### src/rtl/trdb_apb_cfg_bridge.sv
`default_nettype none
// ============================================================================
//  Module   : trdb_apb_cfg_bridge
//  Brief    : Registered APB slave to multi-target configuration bus bridge.
//             Decodes an address window per target, holds the request stable
//             until the selected target answers, returns a registered
//             response, and flags unmapped windows and target timeouts.
//  Revision : 1.0 - initial release
// ============================================================================
module trdb_apb_cfg_bridge #(
  parameter int APB_ADDR_WIDTH    = 12,
  parameter int DATA_WIDTH        = 32,
  parameter int NR_TARGETS        = 3,
  parameter int TARGET_ADDR_WIDTH = 8,
  parameter int TIMEOUT_CYCLES    = 16
) (
  input  logic                             clk_i,
  input  logic                             rst_ni,
  input  logic [APB_ADDR_WIDTH-1:0]        paddr,
  input  logic [DATA_WIDTH-1:0]            pwdata,
  input  logic                             pwrite,
  input  logic                             psel,
  input  logic                             penable,
  output logic [DATA_WIDTH-1:0]            prdata,
  output logic                             pready,
  output logic                             pslverr,
  input  logic [NR_TARGETS*DATA_WIDTH-1:0] per_rdata_i,
  input  logic [NR_TARGETS-1:0]            per_ready_i,
  output logic [DATA_WIDTH-1:0]            per_wdata_o,
  output logic [TARGET_ADDR_WIDTH-1:0]     per_addr_o,
  output logic                             per_we_o,
  output logic [NR_TARGETS-1:0]            per_valid_o
);

  localparam int c_idx_w = (NR_TARGETS > 1) ? $clog2(NR_TARGETS) : 1;
  localparam int c_cnt_w = (TIMEOUT_CYCLES > 0) ? $clog2(TIMEOUT_CYCLES + 1) : 1;
  localparam int c_hi_lsb = TARGET_ADDR_WIDTH + c_idx_w;

  typedef enum logic [1:0] {
    ST_IDLE = 2'd0,
    ST_REQ  = 2'd1,
    ST_DONE = 2'd2
  } state_t;

  state_t                         r_state;
  state_t                         w_state_nxt;
  logic [c_idx_w-1:0]             r_idx;
  logic                           r_miss;
  logic [TARGET_ADDR_WIDTH-1:0]   r_addr;
  logic [DATA_WIDTH-1:0]          r_wdata;
  logic                           r_we;
  logic [DATA_WIDTH-1:0]          r_prdata;
  logic                           r_err;
  logic [c_cnt_w-1:0]             r_cnt;

  logic                           w_access;
  logic [c_idx_w-1:0]             w_idx;
  logic                           w_mapped;
  logic                           w_sel_ready;
  logic [DATA_WIDTH-1:0]          w_sel_rdata;
  logic                           w_timeout;

  assign w_access = psel & penable;
  assign w_idx    = paddr[TARGET_ADDR_WIDTH +: c_idx_w];
  assign w_mapped = ({1'b0, w_idx} < (c_idx_w + 1)'(NR_TARGETS));

  // Address bits above the target index do not take part in decoding.
  generate
    if (APB_ADDR_WIDTH > c_hi_lsb) begin : g_unused_hi
      logic w_unused_addr_hi;
      assign w_unused_addr_hi = ^paddr[APB_ADDR_WIDTH-1:c_hi_lsb];
    end
  endgenerate

  // Timeout fires in the TIMEOUT_CYCLES-th REQ cycle; counter holds cycles already spent.
  generate
    if (TIMEOUT_CYCLES > 0) begin : g_timeout
      localparam logic [c_cnt_w-1:0] c_cnt_last = c_cnt_w'(TIMEOUT_CYCLES - 1);
      assign w_timeout = (r_cnt == c_cnt_last);
    end else begin : g_no_timeout
      assign w_timeout = 1'b0;
    end
  endgenerate

  // Pick the ready and read data of the currently addressed target only.
  always_comb begin
    w_sel_ready = 1'b0;
    w_sel_rdata = '0;
    for (int k = 0; k < NR_TARGETS; k++) begin
      if (r_idx == c_idx_w'(k)) begin
        w_sel_ready = per_ready_i[k];
        w_sel_rdata = per_rdata_i[k*DATA_WIDTH +: DATA_WIDTH];
      end
    end
  end

  // One-hot request valid, decoded from the held index while in REQ.
  generate
    for (genvar k = 0; k < NR_TARGETS; k++) begin : g_valid
      assign per_valid_o[k] = (r_state == ST_REQ) && (r_idx == c_idx_w'(k));
    end
  endgenerate

  // State register.
  always_ff @(posedge clk_i or negedge rst_ni) begin
    if (!rst_ni) begin
      r_state <= ST_IDLE;
    end else begin
      r_state <= w_state_nxt;
    end
  end

  // Next-state and response strobes. An unmapped access still passes through
  // one REQ cycle (with no valid raised) so it shares the minimum latency.
  always_comb begin
    w_state_nxt = r_state;
    pready      = 1'b0;
    pslverr     = 1'b0;
    case (r_state)
      ST_IDLE: begin
        if (w_access) begin
          w_state_nxt = ST_REQ;
        end
      end
      ST_REQ: begin
        if (r_miss || w_sel_ready || w_timeout) begin
          w_state_nxt = ST_DONE;
        end
      end
      ST_DONE: begin
        pready      = 1'b1;
        pslverr     = r_err;
        w_state_nxt = ST_IDLE;
      end
      default: begin
        w_state_nxt = ST_IDLE;
      end
    endcase
  end

  // Request capture, wait counter and response registers.
  always_ff @(posedge clk_i or negedge rst_ni) begin
    if (!rst_ni) begin
      r_idx    <= '0;
      r_miss   <= 1'b0;
      r_addr   <= '0;
      r_wdata  <= '0;
      r_we     <= 1'b0;
      r_prdata <= '0;
      r_err    <= 1'b0;
      r_cnt    <= '0;
    end else begin
      if (r_state == ST_IDLE) begin
        if (w_access) begin
          r_addr  <= paddr[TARGET_ADDR_WIDTH-1:0];
          r_wdata <= pwdata;
          r_we    <= pwrite;
          r_idx   <= w_idx;
          r_miss  <= ~w_mapped;
          r_cnt   <= '0;
          if (!w_mapped) begin
            r_err    <= 1'b1;
            r_prdata <= '0;
          end
        end
      end else if (r_state == ST_REQ) begin
        r_cnt <= r_cnt + c_cnt_w'(1);
        if (!r_miss) begin
          if (w_sel_ready) begin
            r_prdata <= r_we ? '0 : w_sel_rdata;
            r_err    <= 1'b0;
          end else if (w_timeout) begin
            r_prdata <= '0;
            r_err    <= 1'b1;
          end
        end
      end
    end
  end

  assign prdata      = r_prdata;
  assign per_addr_o  = r_addr;
  assign per_wdata_o = r_wdata;
  assign per_we_o    = r_we;

endmodule
`default_nettype wire

### config.mk
export PLATFORM = sky130hd
export DESIGN_NAME = trdb_apb_cfg_bridge
export DESIGN_NICKNAME = d
export VERILOG_FILES = /design/src/rtl/trdb_apb_cfg_bridge.sv
export SDC_FILE = /design/constraint.sdc
export NUM_CORES = 1
export LEC_CHECK = 0
export CORE_ASPECT_RATIO = 0.75
export CORE_UTILIZATION = 43
export CTS_BUF_LIST = sky130_fd_sc_hd__clkbuf_8 sky130_fd_sc_hd__clkbuf_16
export DETAILED_ROUTE_END_ITERATION = 12
export PLACE_DENSITY = 0.87
export SLEW_MARGIN = 20
export SYNTH_ARGS = -nofsm -noshare
export SYNTH_HDL_FRONTEND = slang
export SYNTH_SLANG_ARGS = --single-unit
### constraint.sdc
create_clock -name clk_i -period 3.3 [get_ports clk_i]
set_input_delay 0.825 -clock clk_i [delete_from_list [all_inputs] [get_ports clk_i]]
set_output_delay 0.825 -clock clk_i [all_outputs]
set_load 0.01 [all_outputs]
# Yosys cells after proc, flatten, opt, wreduce, memory -nomap -nowiden
# Index checks and enable logic that the tools add are counted.
dict set report word_totals {
  ff_bits 84
  inputBits 148
  out_inout_bits 78
  wordCells 64
}
dict set report op_classes {
  n_addsub 1
  order_cmp 1
  n_eq_ne 9
  mux 29
  bitwise_logic 2
  reduce_logical 13
}
# op count
set ops {}
lappend ops {{32-bit two-way mux} 11}
lappend ops {{5-bit two-way mux} 3}
lappend ops {{1-bit two-way mux} 12}
lappend ops {{2-bit AND reduction} 3}
lappend ops {{5-bit by 1-bit adder with 5-bit output (second input constant)} 1}
lappend ops {{5-bit by 4-bit == test with 1-bit output (second input constant)} 1}
lappend ops {{5-bit AND reduction} 1}
lappend ops {{2-bit by 1-bit == test with 1-bit output (second input constant)} 2}
lappend ops {{2-bit == test (second input constant)} 2}
lappend ops {{2-bit zero test} 2}
lappend ops {{2-bit two-way mux} 2}
lappend ops {{2-bit by 1-bit != test with 1-bit output (second input constant)} 2}
lappend ops {{2-bit != test (second input constant)} 2}
lappend ops {{2-bit one-hot mux with 2 select lines} 1}
lappend ops {{1-bit logical AND} 3}
lappend ops {{3-bit nonzero test} 1}
lappend ops {{1-bit logical OR} 2}
lappend ops {{2-bit < comparator (second input constant)} 1}
lappend ops {{2-bit nonzero test} 1}
lappend ops {{1-bit AND} 1}
lappend ops {{1-bit NOT} 1}

# Longest topological paths before layout
dict set report logic_depth {
  word_depth 9
  ltp_mapped 8
  ltp_nobuf 7
}

# Worst setup path before layout
# Ideal clock, no wire load.
dict set report synth_path {
  path_type {register to output}
  from {reg r_idx[1]}
  to {out per_valid_o[1]}
  arrival_ns 1.324
  required_time_ns 2.475
  setup_slack_ns 1.151
  stages_incl_launch_ff 6
  n_path_buf 3
  cell_sequence {dfrtp_1 buf_4 nor2b_1 clkbuf_1 clkbuf_1 nor2b_1}
}
dict set report synth_via {
  elab_chain_cells 2
}
# item line_no
set synth_rtl {}
lappend synth_rtl {{start: declaration} 47} ;# logic [c_idx_w-1:0] r_idx;
lappend synth_rtl {{start signal: assignment} 158} ;# r_idx <= w_idx;
lappend synth_rtl {{2-bit by 1-bit == test with 1-bit output} 100} ;# assign per_valid_o[k] = (r_state == ST_REQ) && (r_idx == c_idx_w'(k));
lappend synth_rtl {{1-bit logical AND} 100}
lappend synth_rtl {{end: declaration} 32} ;# output logic [NR_TARGETS-1:0] per_valid_o
# No other way between the ends.

# Worst setup path after layout
dict set report layout_path {
  from {reg r_idx[0]}
  to {out per_valid_o[1]}
}
# The elaborated chain is that of the path after synthesis.

==> metrics.log <==
INFO  metric run_status = finished clean
INFO  metric synth.yosys.warnings = 0
INFO  metric final_net_count = slightly below 700
INFO  metric h-tree-depth = 3
INFO  metric grt_pass1_wl = around 18 mm
INFO  metric syn_inst = between 300 and 400
INFO  metric detailed_place.area = 6629 µm²
INFO  metric final_routed_wire_length_divided_by_cell_count = ~18 µm
INFO  metric yosys.cell_count.top_type = dfrtp_1
INFO  metric finalInstanceArea = 6935 µm²
INFO  metric timing.hold.ws = about 460 ps
INFO  metric r2r-end = r_err$_DFFE_PN0P_
INFO  metric flow.area_growth_from_synthesis = 61.23%
INFO  metric critical_path_required = between 2000 and 2500 ps
INFO  metric finish.utilization = between 70% and 80%
INFO  metric die_w = 117.5 µm
INFO  metric ios = 226
INFO  metric later_pin_clock_latency_in_the_skew_report = between 300 and 400 ps
INFO  metric synth_seq_area_share = roughly 49%
INFO  metric clock_sink_count = 84
INFO  metric track_usage = 22.78%
INFO  metric synth-edff-count = 0
INFO  metric initial_core_utilization = 44.36%
INFO  metric vias = 3515
INFO  metric cts_tree = done
INFO  metric post_synth.cell_area_avg = 13.15 µm²
INFO  metric min_period = 2829 ps
INFO  metric crit-reg2reg-launch = r_idx[0]$_DFFE_PN0P_
INFO  metric post-layout-total-power = just under 6 mW
INFO  metric powerDensity = between 800 and 900 nW/µm²
INFO  metric reg2reg_setup_slack = between 900 and 1000 ps
INFO  metric layout-drive-gt1-share = roughly a fifth
INFO  metric hold_viol_final = 0
INFO  metric first_global_vias = approximately 3800
INFO  metric number_of_buffers_added_on_ports = approximately 220
INFO  metric clk_pin_slew = about 60 ps
INFO  metric worstPathArrival = 2000 ps
INFO  metric drt_pre_antenna_iters = 4
INFO  metric synth_area_leader_cell = dfrtp_1
INFO  metric vdd_drop_max = 0.0005255 V
INFO  metric post_synth_num_cell_types = 33
INFO  metric setup_violations = 0
INFO  metric startpoint_type = flip-flop
INFO  metric via_per_inst = 5.169
INFO  metric postCtsSetupRepairBufs = 0
INFO  metric clk_path_buf_depth = 2
INFO  metric full_die_area = 10410 µm²
INFO  metric tns = 0 ps
INFO  metric grt_setup_unrepaired = false
INFO  metric crit_path_end_kind = primary output
INFO  metric crit_type = flip-flop to primary output
INFO  metric holdCritPathClass = input port to async pin
INFO  metric cells_on_worst_reg2reg_path = 4
INFO  metric mappedNetlistArea = ~4300 µm²
INFO  metric core_region_area = 9697 µm²
INFO  metric synth_top_cells_by_count = 84 x dfrtp_1, 48 x mux2_2, 35 x nor3_1, 33 x mux2i_1, 32 x a2bb2oi_1
INFO  metric clk_root_buffer_cell = clkbuf_16
INFO  metric synth_area_leaders = dfrtp_1 49%, mux2_2 13%, mux2_4 10%, mux2i_1 7.7%, a2bb2oi_1 6.5%
INFO  metric slew-limit-headroom = 52.71%
INFO  metric hold_buffers = 0
INFO  metric worst_slew_pin_slew = 709.4 ps
INFO  metric setup_slack = approximately 470 ps
INFO  metric finish.cell_count_without_fillers = 680
INFO  metric drt-initial-drc-count = 103
INFO  metric postSynthNetCount = 477
INFO  metric place.detailed.instances = 665
INFO  metric floorplan.die.height = between 80 and 90 µm
INFO  metric wirelength = about 12 mm
INFO  metric global_route.overflow_total = 0
INFO  metric top_area_cell_type_share_of_the_netlist_area = 48.87%
INFO  metric placement.setup.worst_slack = 663.1 ps
INFO  metric placement_rows = 31
INFO  metric final.period_utilization = 85.73%
INFO  metric cts_buffers = 9
INFO  metric final.setup_skew = ~3.7 ps
INFO  metric worstPathMaxFanout = 17
INFO  metric maxCapViolations = 0
INFO  metric largest_net_degree_at_the_start_of_global_routing = 40
INFO  metric synth_flop_cell = dfrtp_1
INFO  metric dpl.hpwl = around 9 mm
INFO  metric ctsResizeCount = 0
INFO  metric final_max_slew_viol_count = 0
INFO  metric antenna_found_initial = 0
INFO  metric max_freq = 353.5 MHz
INFO  metric nFillCells = 694
INFO  metric antenna_cells_inserted = 0
INFO  metric p_leak = 3.007 nW
INFO  metric drcViolationCount = 0
INFO  metric ys_async_sr_fraction = 100.0%
INFO  metric flop_and_latch_count_out_of_synthesis = 84
INFO  metric routabilityCongestion = 0.7783
INFO  metric routed_antenna_nets = 0
==> cells by family (layout without fill, tap and decap cells) <==
group / count (synthesis) / in the layout / synth area share (%)
DFF: 84 / 84 / 48.87
and+or+nand+nor: 53 / 53 / 6.458
muxes: 111 / 111 / 30.72
AOI/OAI and AO/OA: 46 / 46 / 9.424
adders and majority gates: 2 / 2 / 0.5816
buffers and inverters: 31 / 252 / 3.955
==> per-layer routing <==
layer  GRT usage, %  wire, µm
met1          25.49      4879
met2          40.94      5903
met3          8.376       903
met4          7.692       222
met5              0         0
==> cells in the final DEF, fill, tap and decap left out, drive strengths merged, types with 2 or more instances in the layout <==
| cell type | n |
|---|---|
| a2bb2oi | 32 |
| nand2 | 4 |
| o21ai | 3 |
| dfrtp | 84 |
| clkbuf | 9 |
| a21oi | 2 |
| ha | 2 |
| mux2i | 33 |
| mux2 | 78 |
| o21bai | 2 |
| nor3 | 35 |
| a22o | 3 |
| inv | 5 |
| nor2 | 3 |
| clkdlybuf4s50 | 222 |
| nand3 | 2 |
| nand2b | 2 |
| buf | 11 |
| nor2b | 2 |
| clkinv | 2 |
| bufinv | 2 |
==> layout make-up <==
cell class              instances  area (µm²)  share of cell area (%)
well taps                     132       165.2                   2.381
multi-input cells             212        2041                   29.42
clock inverters                 6       81.33                   1.173
flip-flops and latches         84        2103                   30.33
clock buffers                   9       225.2                   3.247
inverters                       4       15.01                  0.2165
repair buffers                233        2305                   33.23
==> worst max path at each step <==
| stage | startpoint | endpoint | slack, ps | cells after the start |
|---|---|---|---|---|
| 3_3_place_gp | per_ready_i[2] | prdata[11]$_DFFE_PN0P_ | 680 | 6 |
| 5_1_grt | r_idx[0]$_DFFE_PN0P_ | per_valid_o[1] | 360 | 3 |
| 4_1_cts | r_idx[0]$_DFFE_PN0P_ | per_valid_o[1] | 460 | 3 |
| 3_5_place_dp | per_ready_i[2] | prdata[10]$_DFFE_PN0P_ | 660 | 6 |
| 6_report | r_idx[0]$_DFFE_PN0P_ | per_valid_o[1] | 470 | 3 |
| 2_1_floorplan | r_idx[1]$_DFFE_PN0P_ | per_valid_o[1] | 1150 | 5 |
==> state kept, by name, indices dropped and copies added (netlist names) <==
register,cells
per_wdata_o,32
r_miss,1
per_addr_o,8
per_we_o,1
r_cnt,5
r_state,2
r_err,1
r_idx,2
prdata,32
==> critical path, cell delays in order, from the launching register on <==
cell and delay (ps):
dfrtp_1 700, nor2b_2 260, nor2b_1 150, clkdlybuf4s50_1 560
==> where the power goes <==
group / switching (mW) / leakage (nW) / internal [mW]
registers: 0.314 / 1.06 / 1.46
clock network: 0.389 / 0.152 / 0.653
logic: 1.23 / 1.79 / 1.75
total: 1.93 / 3.01 / 3.86
Power figures use the tool's default switching activity.
